$ cat config.mk
export PLATFORM = sky130hd
export DESIGN_NAME = touch_adc_ctrl
export DESIGN_NICKNAME = d
export VERILOG_FILES = /design/src/rtl/touch_pkg.sv /design/src/rtl/touch_spi_xfer.sv /design/src/rtl/touch_adc_ctrl.sv
export SDC_FILE = /design/constraint.sdc
export NUM_CORES = 1
export LEC_CHECK = 0
export CORE_MARGIN = 3
export CORE_UTILIZATION = 55
export CTS_CLUSTER_DIAMETER = 40
export DETAILED_ROUTE_END_ITERATION = 10
export PLACE_DENSITY_LB_ADDON = 0.15
export RECOVER_POWER = 25
export SLEW_MARGIN = 20
export SYNTH_ARGS = -nofsm -noshare
export SYNTH_HDL_FRONTEND = slang
export SYNTH_SLANG_ARGS = --single-unit
$ cat constraint.sdc
create_clock -name sys_clk -period 3.15 [get_ports sys_clk]
set_input_delay 0.63 -clock sys_clk [delete_from_list [all_inputs] [get_ports sys_clk]]
set_output_delay 0.63 -clock sys_clk [all_outputs]
set_load 0.005 [all_outputs]
$ cat src/rtl/touch_pkg.sv
// Shared types and constants for the resistive-touch ADC front end.
package touch_pkg;

    typedef enum logic [2:0] {
        ST_IDLE,
        ST_DEBOUNCE,
        ST_CONV,
        ST_GAP,
        ST_FLUSH
    } touch_state_t;

    localparam logic [7:0] CMD_X      = 8'hD0;
    localparam logic [7:0] CMD_Y      = 8'h90;
    localparam int         XFER_CLKS  = 24;
    localparam int         DATA_FIRST = 10;
    localparam int         DATA_LAST  = 21;

    // Even slots sample X, odd slots sample Y.
    function automatic logic [7:0] slot_cmd(input logic y_slot);
        return y_slot ? CMD_Y : CMD_X;
    endfunction

endpackage

$ cat src/rtl/touch_spi_xfer.sv
// One 24-DCLK SPI transaction: 8 command bits out, 12 result bits in.
module touch_spi_xfer
    import touch_pkg::*;
#(
    parameter int CLK_DIV = 25
) (
    input  logic        sys_clk,
    input  logic        iRST_n,
    input  logic        start,
    input  logic [7:0]  cmd,
    output logic        done,
    output logic [11:0] result,
    input  logic        adc_dout,
    output logic        adc_dclk,
    output logic        adc_cs_n,
    output logic        adc_din
);

    localparam int DW = $clog2(CLK_DIV);

    logic [DW-1:0] div_cnt;
    logic [5:0]    half_cnt;
    logic [5:0]    rise_num;
    logic [6:0]    cmd_sh;
    logic [11:0]   rx_sh;
    logic          div_end;

    assign div_end  = (div_cnt == DW'(CLK_DIV - 1));
    assign rise_num = {1'b0, half_cnt[5:1]} + 6'd1;
    assign result   = rx_sh;

    always_ff @(posedge sys_clk or negedge iRST_n) begin
        if (!iRST_n) begin
            adc_dclk <= 1'b0;
            adc_cs_n <= 1'b1;
            adc_din  <= 1'b0;
            done     <= 1'b0;
            div_cnt  <= '0;
            half_cnt <= '0;
            cmd_sh   <= '0;
            rx_sh    <= '0;
        end else begin
            done <= 1'b0;
            if (adc_cs_n) begin
                if (start) begin
                    adc_cs_n <= 1'b0;
                    adc_din  <= cmd[7];
                    cmd_sh   <= cmd[6:0];
                    div_cnt  <= '0;
                    half_cnt <= '0;
                    adc_dclk <= 1'b0;
                end
            end else if (div_end) begin
                div_cnt <= '0;
                if (half_cnt == 6'(2*XFER_CLKS - 1)) begin
                    adc_cs_n <= 1'b1;
                    adc_dclk <= 1'b0;
                    adc_din  <= 1'b0;
                    done     <= 1'b1;
                end else begin
                    half_cnt <= half_cnt + 6'd1;
                    adc_dclk <= ~adc_dclk;
                    if (!adc_dclk) begin
                        // Rising edge: the ADC has held this bit since the previous fall.
                        if (rise_num >= 6'(DATA_FIRST) && rise_num <= 6'(DATA_LAST))
                            rx_sh <= {rx_sh[10:0], adc_dout};
                    end else begin
                        // Falling edge: zeros shift in, so DIN idles low after edge 8.
                        adc_din <= cmd_sh[6];
                        cmd_sh  <= {cmd_sh[5:0], 1'b0};
                    end
                end
            end else begin
                div_cnt <= div_cnt + DW'(1);
            end
        end
    end

endmodule

$ cat src/rtl/touch_adc_ctrl.sv
// Touch ADC sequencer: debounce, 8-slot X/Y conversion frames, 4-sample averaging, release detect.
module touch_adc_ctrl
    import touch_pkg::*;
#(
    parameter int          CLK_DIV  = 25,
    parameter logic [19:0] DEBOUNCE = 20'd500000,
    parameter logic [15:0] RELEASE  = 16'd50000,
    parameter logic [15:0] GAP      = 16'd2000
) (
    input  logic       sys_clk,
    input  logic       iRST_n,
    input  logic       adc_penirq_n,
    input  logic       adc_dout,
    output logic       adc_dclk,
    output logic       adc_cs_n,
    output logic       adc_din,
    output logic [7:0] x_coord,
    output logic [9:0] y_coord,
    output logic       new_coord,
    output logic       penirq_n,
    output logic       transmit_en
);

    touch_state_t state;
    logic        pen_meta, pen_sync;
    logic [19:0] db_cnt;
    logic [15:0] gap_cnt, up_cnt, idle_cnt;
    logic [2:0]  slot;
    logic [13:0] acc_x, acc_y, x_sum, y_sum;
    logic        in_xfer, xfer_start, xfer_done;
    logic [11:0] xfer_result;

    assign penirq_n   = pen_sync;
    assign x_sum      = acc_x + {2'b00, xfer_result};
    assign y_sum      = acc_y + {2'b00, xfer_result};
    assign xfer_start = (state == ST_CONV) && !in_xfer && (idle_cnt == 16'd0);

    always_ff @(posedge sys_clk or negedge iRST_n) begin
        if (!iRST_n) begin
            pen_meta <= 1'b1;
            pen_sync <= 1'b1;
        end else begin
            pen_meta <= adc_penirq_n;
            pen_sync <= pen_meta;
        end
    end

    touch_spi_xfer #(.CLK_DIV(CLK_DIV)) u_xfer (
        .sys_clk  (sys_clk),
        .iRST_n   (iRST_n),
        .start    (xfer_start),
        .cmd      (slot_cmd(slot[0])),
        .done     (xfer_done),
        .result   (xfer_result),
        .adc_dout (adc_dout),
        .adc_dclk (adc_dclk),
        .adc_cs_n (adc_cs_n),
        .adc_din  (adc_din)
    );

    always_ff @(posedge sys_clk or negedge iRST_n) begin
        if (!iRST_n) begin
            state       <= ST_IDLE;
            db_cnt      <= '0;
            gap_cnt     <= '0;
            up_cnt      <= '0;
            idle_cnt    <= '0;
            slot        <= '0;
            acc_x       <= '0;
            acc_y       <= '0;
            in_xfer     <= 1'b0;
            x_coord     <= '0;
            y_coord     <= '0;
            new_coord   <= 1'b0;
            transmit_en <= 1'b0;
        end else begin
            new_coord <= 1'b0;
            case (state)
                ST_IDLE: begin
                    db_cnt <= '0;
                    if (!pen_sync) state <= ST_DEBOUNCE;
                end
                ST_DEBOUNCE: begin
                    if (pen_sync) begin
                        state <= ST_IDLE;
                    end else if (db_cnt == DEBOUNCE - 20'd1) begin
                        transmit_en <= 1'b1;
                        acc_x       <= '0;
                        acc_y       <= '0;
                        slot        <= '0;
                        up_cnt      <= '0;
                        idle_cnt    <= '0;
                        in_xfer     <= 1'b0;
                        state       <= ST_CONV;
                    end else begin
                        db_cnt <= db_cnt + 20'd1;
                    end
                end
                ST_CONV: begin
                    if (!in_xfer) begin
                        if (idle_cnt == 16'd0) in_xfer <= 1'b1;
                        else                   idle_cnt <= idle_cnt - 16'd1;
                    end else if (xfer_done) begin
                        in_xfer <= 1'b0;
                        if (slot[0]) acc_y <= y_sum;
                        else         acc_x <= x_sum;
                        if (slot == 3'd7) begin
                            // Slot 7 is a Y sample, so Y publishes from the fresh sum.
                            x_coord   <= 8'(acc_x >> 6);
                            y_coord   <= 10'(y_sum >> 4);
                            new_coord <= 1'b1;
                            acc_x     <= '0;
                            acc_y     <= '0;
                            slot      <= '0;
                            gap_cnt   <= '0;
                            state     <= ST_GAP;
                        end else begin
                            slot     <= slot + 3'd1;
                            idle_cnt <= 16'(2*CLK_DIV - 2);
                        end
                    end
                end
                ST_GAP: begin
                    // Up-count spans gaps: a release must be contiguous across frames.
                    up_cnt <= pen_sync ? up_cnt + 16'd1 : 16'd0;
                    if (pen_sync && up_cnt == RELEASE - 16'd1) begin
                        state <= ST_FLUSH;
                    end else if (gap_cnt == GAP - 16'd1) begin
                        idle_cnt <= '0;
                        in_xfer  <= 1'b0;
                        state    <= ST_CONV;
                    end else begin
                        gap_cnt <= gap_cnt + 16'd1;
                    end
                end
                ST_FLUSH: begin
                    transmit_en <= 1'b0;
                    state       <= ST_IDLE;
                end
                default: state <= ST_IDLE;
            endcase
        end
    end

endmodule

=== Yosys cells after proc, flatten, opt, wreduce, memory -nomap -nowiden ===
Cells that the tools add are included.

* Flip-flop bits (word level): 159
* Latch bits: 0
* Bits in writable memories: 0
* ROM bits: 0
* Logic and storage cells: 188
* Memories: 0

* $add $sub $neg: 10
* Multipliers: 0
* Div/mod/pow operators: 0
* Magnitude comparators: 2
* Equal/unequal tests: 29
* Shift-type cells: 0
* Multiplexer cells: 89
* Bitwise operators: 3
* Reductions and logical operators: 32

{| class="wikitable"
|+ Operators with widths
! kind !! number
|-
| two-way mux 16 bit || 14
|-
| two-way mux 14 bit || 10
|-
| case mux 16 bit (2 select lines) || 2
|-
| case mux 14 bit (2 select lines) || 2
|-
| case mux 16 bit (3 select lines) || 1
|-
| two-way mux 7 bit || 6
|-
| two-way mux 20 bit || 2
|-
| case mux 20 bit (2 select lines) || 1
|-
| two-way mux 3 bit || 13
|-
| adder 16 x 1 -> 16 bit (second input constant) || 2
|-
| adder 14 x 12 -> 14 bit || 2
|-
| two-way mux 1 bit || 27
|-
| two-way mux 6 bit || 4
|-
| AND reduction 6 bit || 4
|-
| adder 20 x 1 -> 20 bit (second input constant) || 1
|-
| equality test 20 x 19 -> 1 bit (second input constant) || 1
|-
| equality test 16 x 11 -> 1 bit (second input constant) || 1
|-
| equality test 16 bit (second input constant) || 1
|-
| zero test 16 bit || 1
|-
| != test 2 bit (second input constant) || 8
|-
| subtractor 16 x 1 -> 16 bit (second input constant) || 1
|-
| two-way mux 5 bit || 3
|-
| AND reduction 3 bit || 5
|-
| AND reduction 5 bit || 3
|-
| other kinds (27) || 50
|}

=== Logic depth before layout (Yosys ltp) ===
* Depth in word-level cells: 6
* Mapped depth: 10
* Mapped depth without buffers: 9

=== Hierarchy ===
Synthesis repeated with hierarchy kept, for this count alone.

* Cells, all modules: 886
* Area total of the unflattened synthesis: 8722.1 um^2

{| class="wikitable"
|+ By module, submodules not included
! module !! instances !! cells an instance !! area each (um^2)
|-
| touch_adc_ctrl || 1 || 726 || 7024.2
|-
| touch_spi_xfer || 1 || 160 || 1697.9
|}

=== Worst setup path before layout ===
No wires, ideal clock.

* Kind: flip-flop to flip-flop
* Start: register u_xfer.rx_sh[1], in the netlist u_xfer.result[1]
* End: register y_coord[7]
* Arrival: 2.123 ns
* Slack: 0.902 ns
* Stages on the path, launching flop included: 8
* Buffers on the path: 0
* Cell sequence: dfrtp_1 -> ha_1 -> a211oi_1 -> nor2_1 -> o41ai_1 -> o21ai_0 -> xor2_1 -> mux2_2

* Cells in the longest elaborated chain, start to end: 1

{| class="wikitable"
|+ RTL lines
! element !! RTL line !! RTL
|-
| start: declaration || touch_spi_xfer.sv:25 || <nowiki>logic [11:0] rx_sh;</nowiki>
|-
| start signal: assignment || touch_spi_xfer.sv:66 || <nowiki>rx_sh <= {rx_sh[10:0], adc_dout};</nowiki>
|-
| adder 14 x 12 -> 14 bit || touch_adc_ctrl.sv:35 || <nowiki>assign y_sum = acc_y + {2'b00, xfer_result};</nowiki>
|-
| end signal: assignment || touch_adc_ctrl.sv:110 || <nowiki>y_coord <= 10'(y_sum >> 4);</nowiki>
|-
| end: declaration || touch_adc_ctrl.sv:18 || <nowiki>output logic [9:0] y_coord,</nowiki>
|}

No other way between the ends.
A chain may end at the register's enable or synchronous reset.

=== Final worst setup path ===
* Start: register state[2]
* End: register gap_cnt[9]

* Cells in the longest elaborated chain, start to end: 3
* Elaborated cells on any way between the ends: 10
* Those cells by class: eq/ne: 7; mux: 1; reduce/logical: 2

{| class="wikitable"
|+ RTL lines
! element !! RTL line !! RTL
|-
| start: declaration || touch_adc_ctrl.sv:24 || <nowiki>touch_state_t state;</nowiki>
|-
| start signal: assignment || touch_adc_ctrl.sv:63 || <nowiki>state <= ST_IDLE;</nowiki>
|-
| start signal: assignment || touch_adc_ctrl.sv:81 || <nowiki>if (!pen_sync) state <= ST_DEBOUNCE;</nowiki>
|-
| start signal: assignment || touch_adc_ctrl.sv:85 || <nowiki>state <= ST_IDLE;</nowiki>
|-
| equality test 3 x 2 -> 1 bit || touch_adc_ctrl.sv:78 || <nowiki>case (state)</nowiki>
|-
| != test 2 bit (no source line) (tied with other cells) || -- ||
|-
| AND reduction 6 bit (no source line) || -- ||
|-
| end signal: assignment || touch_adc_ctrl.sv:133 || <nowiki>gap_cnt <= gap_cnt + 16'd1;</nowiki>
|-
| end: declaration || touch_adc_ctrl.sv:27 || <nowiki>logic [15:0] gap_cnt, up_cnt, idle_cnt;</nowiki>
|}

Several ways; a longest one is shown, not always the timed one.

==> impl_metrics.csv <==
group,metric,value,unit
critical_path,critPathCaptureType,"register",
place,placed_area,9180,sq um
timing,final-setup-viol-count,0,
yosys,yosys_most_used_dff,"dfrtp_1",
yosys,syn_area,8690,sq um
clock_tree,postCtsResizedCells,0,
critical_path,crit_required,3440,ps
global_routing,track_usage,22.3,%
critical_path,slowest_stage,"or3b_1",
timing,finalMaxSlewViolations,41,
global_routing,grt_overflow,0,
yosys,synth_cell_types,80,
yosys,syn-instance-count,913,
worst_hold_path,worstHoldPathCells,0,
place,portBuffers,27,
timing,rsz0062_at_grt,"false",
detailed_routing,firstDrtPassIters,5,
layout,fin_cells,1163,
layout,area_growth,12.2,%
floorplan,coreArea,15300,sq um
detailed_routing,ant_nets,0,
detailed_routing,route.vias.total,6994,
place,dp.cells,1131,
yosys,synth_fp_nets,956,
clock_tree,htree_levels,4,
flow_run,maxCapViolCount,1,
clock_tree,clk_pin_slew,60,ps
detailed_routing,drt-wirelength-per-cell,16.1,um
yosys,synth_warnings,0,
layout,drive_above_1_share,9.56,%
floorplan,num_rows,45,
critical_path,cp-start-kind,"register",
global_routing,met3_usage,4.21,%
timing,hold_viol,0,
global_routing,grt_pass1_wl,32400,um
layout,final-seq-area,3880,sq um
clock_tree,cts_sinks,155,
power,p_leak,0.00456,uW
global_routing,grt_max_degree,67,
layout,fin_area,9750,sq um
floorplan,start_util,56.7,%
clock_tree,clk_latency,420,ps
floorplan,dieWidth,132,um
critical_path,worstSetupPathType,"reg2reg",
detailed_routing,avgViaCountPerCell,6.01,
critical_path,cp_max_fo,34,
yosys,syn_avg_cell_area,9.52,sq um
layout,diodes,0,
layout,final_cell_mix,"152 x dfrtp_1, 111 x nand2_1, 89 x nor2_1, 76 x o21ai_0, 46 x nand3_1",
timing,period_needed,2560,ps
floorplan,io_pins,28,
timing,post-route-period-util,81.2,%
clock_tree,post_cts_buffers,0,
yosys,async_flop_share,100,%
global_routing,antenna_found_initial,0,
floorplan,dieArea,17300,sq um
critical_path,slowest_delay,580,ps
timing,fmax,0.391,GHz
power,p_per_area,420,nW/um^2
yosys,ys_seq_area_share,44.7,%
outcome,status,"finished with violations",
critical_path,arrival,2850,ps
detailed_routing,routed_wl,18800,um
layout,final_common_cell,"dfrtp_1",
yosys,synth_seq_cells,155,
layout,nets,982,
layout,multiInputGateArea,4580,sq um
outcome,violations,"capacitance limit, slew limit",
timing,tightest_slew,2270,ps
clock_tree,tritoncts,"yes",
yosys,synth-edff-count,0,
timing,fin_hold_ws,355,ps
critical_path,path_cells,"or3b_1 > or3_1 > inv_2 > o2111ai_1 > xor2_1 > nor2_1",
critical_path,ff2ff_path_depth,6,
place,gp_congestion,0.894,
detailed_routing,route.detailed.drc,0,
power,max-vdd-ir-drop,0.386,mV
layout,fillers,1245,
global_routing,gr-max-usage-layer,"met2",
clock_tree,cts_hold_buf,0,
clock_tree,cts-root-buf,"clkbuf_16",
timing,max_slew_margin,-51.2,%
floorplan,die_h,132,um
global_routing,met2_usage,37.0,%
place,dp_hpwl,13200,um
global_routing,grt_pass1_vias,6760,
layout,final_util,63.7,%
detailed_routing,first_iter_violations,421,
timing,finalSetupTns,0,ps
worst_hold_path,hold_path.class,"reg2reg",
global_routing,use_met1,29.8,%
timing,clock_skew,6.33,ps
clock_tree,cts_buffer_depth,2,
clock_tree,cts_buffers,17,
-- synthesized netlist by cell type (all sizes together) (3+ instances only) --
| cell | number | area (sq um) |
|---|---|---|
| nor2b | 8 | 50.1 |
| nand2b | 5 | 31.3 |
| o21ai | 78 | 390 |
| nand2 | 112 | 423 |
| or3 | 14 | 87.6 |
| a21oi | 30 | 150 |
| clkbuf | 20 | 78.8 |
| nor3 | 20 | 123 |
| o41ai | 5 | 43.8 |
| dfrtp | 152 | 3800 |
| nand4b | 3 | 26.3 |
| nand4 | 15 | 109 |
| a211oi | 8 | 60.1 |
| o21a | 4 | 30.0 |
| inv | 24 | 90.1 |
| nor4b | 6 | 97.6 |
| xnor2 | 17 | 149 |
| a22o | 22 | 193 |
| mux2 | 16 | 180 |
| a21boi | 5 | 41.3 |
| nand3b | 4 | 42.5 |
| and2 | 10 | 63.8 |
| a31oi | 7 | 43.8 |
| and4 | 8 | 73.8 |
| nand3 | 47 | 240 |
| or4 | 6 | 45.0 |
| o211ai | 9 | 67.6 |
| nor4 | 7 | 62.6 |
| ha | 37 | 463 |
| o22ai | 4 | 25.0 |
| buf | 12 | 75.1 |
| xor2 | 34 | 298 |
| dfstp | 3 | 78.8 |
| o2111ai | 4 | 35.0 |
| a21o | 11 | 82.6 |
| nor2 | 90 | 345 |
| and3 | 11 | 70.1 |
| o31ai | 13 | 97.6 |
| a41oi | 4 | 35.0 |
-- final timing paths --
check / startpoint / slack, ps / end
worst max-delay path: state[2] / 590 / gap_cnt[9]
worst min-delay path: pen_meta / 350 / penirq_n
worst min register to register: pen_meta / 350 / penirq_n
min in group asynchronous: iRST_n / 880 / gap_cnt[4]
max in group asynchronous: iRST_n / 740 / acc_y[12]
worst max register to register: state[2] / 590 / gap_cnt[9]
-- metal layers --
metal	vias to the layer above	wire, um
met2	156	9310
met1	3447	8580
li1	3372	-
met5	-	0
met3	19	638
met4	0	230
-- logic make-up (layout without fill, tap and decap cells) --
group,count (synthesis),in the layout,synth area share [%]
AOI/OAI and AO/OA,219,219,16.6
xor gates and xnor gates,51,51,5.14
adders and majority gates,39,39,5.79
buffers and inverters,56,95,2.81
DFF,155,155,44.7
muxes,17,17,2.19
and+or+nand+nor,376,376,22.8
-- metrics by stage --
stage,power [uW],setup WS [ps]
4_1_cts,4140,588
2_1_floorplan,2080,902
3_3_place_gp,2150,659
3_5_place_dp,2150,610
5_1_grt,4250,245
6_report,4100,591
-- flip-flops by register name, indices dropped and copies added, names as in the netlist, 5 cells and up --
register / flops
up_cnt: 16
u_xfer.div_cnt: 5
db_cnt: 20
acc_x: 14
acc_y: 14
gap_cnt: 16
y_coord: 10
u_xfer.result: 12
u_xfer.half_cnt: 6
idle_cnt: 16
x_coord: 8
-- report_power, final --
group,switching (uW),total [uW],internal (uW)
Sequential,7.38,2010,2000
Clock,800,1980,1180
Combinational,80.5,105,24.5
-- cell type report --
class / instances / area share (%)
clock inverter: 11 / 1.26
tap: 211 / 2.71
inverter: 24 / 0.924
sequential: 155 / 39.8
clock buffer: 21 / 4.62
multi-input combinational: 702 / 46.9
timing repair buffer: 39 / 3.73
-- critical path, delay by kind of cell, from the launching register on --
kind	cells	cell delay, ps
buffers and inverters	1	420
XOR/XNOR	1	180
AND/OR/NAND/NOR	3	1070
AO/OA/AOI/OAI	1	210
flip-flops	1	510
(Power assumes the default switching activity.)
